**config.mk**
```make
export PLATFORM = sky130hd
export DESIGN_NAME = add_subs_flat
export DESIGN_NICKNAME = d
export VERILOG_FILES = /design/src/rtl/add_subs_if.sv /design/src/rtl/add_subs.sv /design/src/flat_wrapper.sv
export SDC_FILE = /design/constraint.sdc
export NUM_CORES = 1
export LEC_CHECK = 0
export BUFFER_PORTS_ARGS = -buffer_cell sky130_fd_sc_hd__buf_2
export CAP_MARGIN = 20
export CORE_AREA = 2 2 39 41
export CTS_CLUSTER_DIAMETER = 50
export DETAILED_ROUTE_END_ITERATION = 6
export DIE_AREA = 0 0 41 43
export GPL_TIMING_DRIVEN = 0
export HOLD_SLACK_MARGIN = 0.12
export SKIP_LAST_GASP = 1
export SLEW_MARGIN = 10
export SYNTH_ARGS = -nofsm -noshare
export SYNTH_HDL_FRONTEND = slang
export SYNTH_SLANG_ARGS = --single-unit
```
**constraint.sdc**
```tcl
create_clock -name clk -period 0.8 [get_ports clk]
set_input_delay 0.04 -clock clk [delete_from_list [all_inputs] [get_ports clk]]
set_output_delay 0.04 -clock clk [all_outputs]
set_load 0.05 [all_outputs]
```
**src/rtl/add_subs_if.sv**
```systemverilog
// Operand/result bundle for the registered adder/subtractor.
// ovf exists only when ADD_SUBS_OVF_EN is defined.
interface add_subs_if #(
  parameter int unsigned WIDTH = 4
);
  logic [WIDTH-1:0] a;
  logic [WIDTH-1:0] b;
  logic             m;
  logic             enable;
  logic [WIDTH:0]   sum;
`ifdef ADD_SUBS_OVF_EN
  logic             ovf;

  modport master (
    output a, b, m, enable,
    input  sum, ovf
  );

  modport slave (
    input  a, b, m, enable,
    output sum, ovf
  );
`else
  modport master (
    output a, b, m, enable,
    input  sum
  );

  modport slave (
    input  a, b, m, enable,
    output sum
  );
`endif
endinterface

```
**src/rtl/add_subs.sv**
```systemverilog
// Registered WIDTH-bit ripple-carry adder/subtractor (m=1: a + ~b + 1).
// Optional signed-overflow output enabled by ADD_SUBS_OVF_EN.
module add_subs #(
  parameter int unsigned WIDTH = 4
) (
  input logic       clk,
  input logic       rst_n,
  add_subs_if.slave bus
);

  logic [WIDTH-1:0] s;
  logic             cout;
  logic [WIDTH:0]   sum_q;
`ifdef ADD_SUBS_OVF_EN
  logic             cin_msb;
  logic             ovf_q;
`endif

  always_comb begin : ripple
    logic carry;
    logic bx;
    s     = '0;
    carry = bus.m;
    bx    = 1'b0;
`ifdef ADD_SUBS_OVF_EN
    cin_msb = 1'b0;
`endif
    for (int unsigned i = 0; i < WIDTH; i++) begin
      bx = bus.b[i] ^ bus.m;
`ifdef ADD_SUBS_OVF_EN
      if (i == WIDTH - 1) cin_msb = carry;
`endif
      s[i]  = bus.a[i] ^ bx ^ carry;
      carry = (bus.a[i] & bx) | (carry & (bus.a[i] ^ bx));
    end
    // Carry-out is not inverted in subtract mode: 1 means no borrow.
    cout = carry;
  end

  always_ff @(posedge clk or negedge rst_n) begin
    if (!rst_n) begin
      sum_q <= '0;
    end else if (bus.enable) begin
      sum_q <= {cout, s};
    end else begin
      sum_q <= '0;
    end
  end

  assign bus.sum = sum_q;

`ifdef ADD_SUBS_OVF_EN
  always_ff @(posedge clk or negedge rst_n) begin
    if (!rst_n) begin
      ovf_q <= 1'b0;
    end else if (bus.enable) begin
      ovf_q <= cin_msb ^ cout;
    end else begin
      ovf_q <= 1'b0;
    end
  end

  assign bus.ovf = ovf_q;
`endif

endmodule

```
**src/flat_wrapper.sv**
```systemverilog
// flat-port wrapper written by rule: the top's interface ports become plain ports
module add_subs_flat 
#(
  parameter int unsigned WIDTH = 4
)
  (clk, rst_n, bus_a, bus_b, bus_m, bus_enable, bus_sum);
  add_subs_if #(.WIDTH(WIDTH)) bus_i ();
  input logic clk;
  input logic rst_n;
  input wire logic [$bits(bus_i.a)-1:0] bus_a;
  input wire logic [$bits(bus_i.b)-1:0] bus_b;
  input wire logic [$bits(bus_i.m)-1:0] bus_m;
  input wire logic [$bits(bus_i.enable)-1:0] bus_enable;
  output wire logic [$bits(bus_i.sum)-1:0] bus_sum;
  assign bus_i.a = bus_a;
  assign bus_i.b = bus_b;
  assign bus_i.m = bus_m;
  assign bus_i.enable = bus_enable;
  assign bus_sum = bus_i.sum;
  add_subs #(.WIDTH(WIDTH)) u_core (.clk(clk), .rst_n(rst_n), .bus(bus_i));
endmodule
```
-- After elaboration in Yosys (flattened, before gate mapping)
Index checks and enable logic that the tools add are counted.
- register bits: 5
- output and inout port bits: 5
- word-level logic and storage cells: 26
- multiplexer cells: 1
- bitwise gates (word level): 24
- operator list (cell ; count):
    $xor 1x1->1 ; 12
    $and 1x1->1 ; 8
    $mux 5 ; 1
    $or 1x1->1 ; 4

-- Logic depth before layout (Yosys ltp)
- word-level depth: 11
- gate-level depth with buffers: 7
- mapped depth without buffers: 7

-- Worst setup path after synthesis
No wires, ideal clock.
- kind: input-to-reg
- start: input port bus_b[0]
- end: register u_core.sum_q[3] (netlist: u_core.bus.sum[3])
- library setup time: 119 ps
- arrival: 1502 ps
- data required time: 681 ps
- slack: -821 ps
- stages on the path: 7
- buffers on the path: 0
- cell sequence: mux2_2 > fa_1 > inv_1 > fa_1 > inv_1 > fa_1 > and2_1
- cells in the longest elaborated chain, start to end: 10
- elaborated cells between the ends (all ways): 11
- those cells by class: mux (1); bitwise (10)
- ends and longest elaborated chain (item ; RTL line ; source):
    start, declared ; flat_wrapper.sv:11 ; input wire logic [$bits(bus_i.b)-1:0] bus_b;
    $xor 1x1->1 * ; add_subs.sv:29 ; bx = bus.b[i] ^ bus.m;
    $xor 1x1->1 ; add_subs.sv:34 ; carry = (bus.a[i] & bx) | (carry & (bus.a[i] ^ bx));
    $and 1x1->1 ; add_subs.sv:34 ;
    $or 1x1->1 * ; add_subs.sv:34 ;
    $and 1x1->1 * ; add_subs.sv:34 ;
    $or 1x1->1 * ; add_subs.sv:34 ;
    $and 1x1->1 * ; add_subs.sv:34 ;
    $or 1x1->1 * ; add_subs.sv:34 ;
    $xor 1x1->1 * ; add_subs.sv:33 ; s[i] = bus.a[i] ^ bx ^ carry;
    $mux 5 * ; add_subs.sv:43 ; end else if (bus.enable) begin
    end signal, assigned ; add_subs.sv:44 ; sum_q <= {cout, s};
    end, declared ; add_subs.sv:13 ; logic [WIDTH:0] sum_q;
Mark *: on every way between the ends. The rest lies on a longest branch, timed or not.

-- Worst setup path after layout
Ends and elaborated chain as after synthesis.

==> impl_metrics.env <==
export IMPL_status="complete, but fails checks"
export IMPL_failing_checks="setup timing"
export IMPL_post_route_drc_count=0
export IMPL_fmax_mhz=681
export IMPL_boundaryPins=17
export IMPL_vias_post_dr=214
export IMPL_postSynthNetCount=36
export IMPL_largest_reg_flops=5
export IMPL_vdd_drop_max_v=0.000390
export IMPL_first_pass_grt_wire_length_microns=724
export IMPL_antenna_cells_inserted=0
export IMPL_number_of_vias_per_cell_after_detailed_routing=3.57
export IMPL_firstDrtPassIters=1
export IMPL_row_count=14
export IMPL_mostFrequentLayoutCell="sky130_fd_sc_hd__buf_2"
export IMPL_detail_route_wirelength_microns=440
export IMPL_totalNegativeSetupSlack_ps=-1680
export IMPL_start_util_pct=19.8
export IMPL_layout_worst_path_cycle_share_pct=184
export IMPL_grt_total_usage_pct=6.16
export IMPL_timing_critical_path_required_ps=970
export IMPL_yosys_warnings=0
export IMPL_setup_worst_path_start_class="input port"
export IMPL_syn_to_final_growth_pct=76.3
export IMPL_clock_tree_htree_level_count=1
export IMPL_place_port_buffers=16
export IMPL_die_height_microns=43
export IMPL_cts_made_buffers=3
export IMPL_die_width_microns=41
export IMPL_fin_cells=60
export IMPL_antenna_violations_before_repair=0
export IMPL_most_common_layout_cells="9 x sky130_fd_sc_hd__buf_2, 7 x sky130_fd_sc_hd__buf_6, 5 x sky130_fd_sc_hd__dfrtp_1, 4 x sky130_fd_sc_hd__and2_1"
export IMPL_post_synth_cell_area_avg_sq_um=13.0
export IMPL_hp_class="input port to async pin"
export IMPL_timing_final_hold_violations=0
export IMPL_setup_worst_path_class="input port to flop"
export IMPL_gp_congestion=0.560
export IMPL_setup_violations_final=4
export IMPL_die_area_sq_um=1760
export IMPL_dp_cells=53
export IMPL_fin_crit_ps=1470
export IMPL_yosys_top_cells_area="sky130_fd_sc_hd__dfrtp_1 46%, sky130_fd_sc_hd__fa_1 22%, sky130_fd_sc_hd__xor2_1 9.6%, sky130_fd_sc_hd__and2_1 9.1%, sky130_fd_sc_hd__inv_1 4.1%"
export IMPL_maximum_number_of_pins_on_one_net_before_global_route_repair=6
export IMPL_cts_tree="done"
export IMPL_drtIter0Drc=0
export IMPL_grt_overflow=0
export IMPL_post_route_cells_drive_above_1_share_pct=59.1
export IMPL_clk_root_buffer_cell="sky130_fd_sc_hd__clkbuf_4"
export IMPL_syn_cell_area_sq_um=274
export IMPL_clk_pin_slew_worst_paths_ps=40
export IMPL_wl_per_cell_microns=7.33
export IMPL_netlist_area_leader_share_pct=45.7
export IMPL_hold_slack_ps=144
export IMPL_core_region_area_sq_um=1380
export IMPL_clkSinkCount=5
export IMPL_cp_arrival_ps=1640
export IMPL_power_density_nw_per_um2=1900
export IMPL_yosysSeqAreaShare_pct=45.7
export IMPL_grt_setup_unrepaired="true"
export IMPL_report_final_slew_viol_count=0
export IMPL_clockBufferDepth=2
export IMPL_grt_pass1_vias=216
export IMPL_synth_ff_latch_count=5
export IMPL_worst_pin_slew_ps=209
export IMPL_synthDistinctLibCells=8
export IMPL_slew_limit_headroom_pct=85.9
export IMPL_critPathMaxFanout=2
export IMPL_setup_worst_path_end_class="flop"
export IMPL_maxCapViolCount=0
export IMPL_syn_instance_count=21
export IMPL_drt_antenna_violating_nets=0
export IMPL_layout_nets=60
export IMPL_p_leak_uw=0.000240
export IMPL_synth_largest_area_cell="sky130_fd_sc_hd__dfrtp_1"
export IMPL_layout_setup_ws_ps=-669
-- repair_timing --
item	in CTS	in global routing
resized for setup	15	0
gates cloned	0	0
setup buffers	1	0
hold buffers	2	0
pin swaps	1	0
setup endpoints to repair	9	9
endpoints found under the hold margin	10	0
-- final timing paths --
path / slack [ps] / cells past startpoint / end / start
worst max-delay path: -670 / 8 / u_core.bus.sum[3] / bus_b[0]
worst min-delay path: 140 / 2 / u_core.bus.sum[0] / rst_n
min in group clk: 150 / 3 / u_core.bus.sum[0] / bus_a[0]
max in group asynchronous: 530 / 2 / u_core.bus.sum[3] / rst_n
-- power breakdown --
| group | internal, uW | switching [uW] | leakage (uW) | total (uW) |
|---|---|---|---|---|
| Sequential | 287 | 13.8 | 0.0000644 | 300 |
| Combinational | 148 | 193 | 0.000160 | 342 |
| Clock | 188 | 88.0 | 0.0000150 | 276 |
| Total | 622 | 295 | 0.000240 | 917 |
-- metrics by stage --
step	worst slack, ps	power, uW	area, sq um	utilization (%)
2_1_floorplan	-772	495	283	-
3_3_place_gp	-927	577	383	27.7
3_5_place_dp	-932	581	383	27.7
4_1_cts	-661	941	483	34.9
5_1_grt	-713	977	483	34.9
6_report	-669	917	483	34.9
-- cells by family (layout without fill, tap and decap cells) --
| family | after synthesis | count (layout) | synth area share [%] |
|---|---|---|---|
| xor+xnor | 4 | 4 | 12.8 |
| fa+ha+maj | 3 | 3 | 21.9 |
| buf+inv | 3 | 26 | 4.11 |
| flops | 5 | 5 | 45.7 |
| mux | 1 | 1 | 4.11 |
| simple gates | 5 | 5 | 11.4 |
-- area by class of cell --
cell class	count	area, sq um
fill	140	901
inverter	3	11.3
sequential	5	125
multi-input combinational	13	149
timing repair buffer	19	151
clock buffer	4	26.3
tap	16	20.0
-- routing by layer --
metal	global-route usage, %	share of wire, %	routed length [microns]	vias to the layer above
met5	0	0	0	-
met4	6.00	0	0	0
met3	1.57	13	56	0
met2	10.3	51	223	15
met1	5.25	36	160	93
li1	-	-	-	106
-- critical path, cell delays in order --
cell	delay [ps]
sky130_fd_sc_hd__buf_6	90
sky130_fd_sc_hd__mux2_4	290
sky130_fd_sc_hd__fa_2	330
sky130_fd_sc_hd__inv_2	60
sky130_fd_sc_hd__fa_2	180
sky130_fd_sc_hd__inv_2	40
sky130_fd_sc_hd__fa_2	500
sky130_fd_sc_hd__and2_1	110
-- Yosys cell counts --
cell                      instances
sky130_fd_sc_hd__dfrtp_1          5
sky130_fd_sc_hd__and2_1           4
sky130_fd_sc_hd__fa_1             3
sky130_fd_sc_hd__inv_1            3
sky130_fd_sc_hd__xor2_1           3
sky130_fd_sc_hd__mux2_2           1
sky130_fd_sc_hd__nor2b_1          1
sky130_fd_sc_hd__xnor2_1          1
No activity file was read; power rests on OpenSTA's default activity.
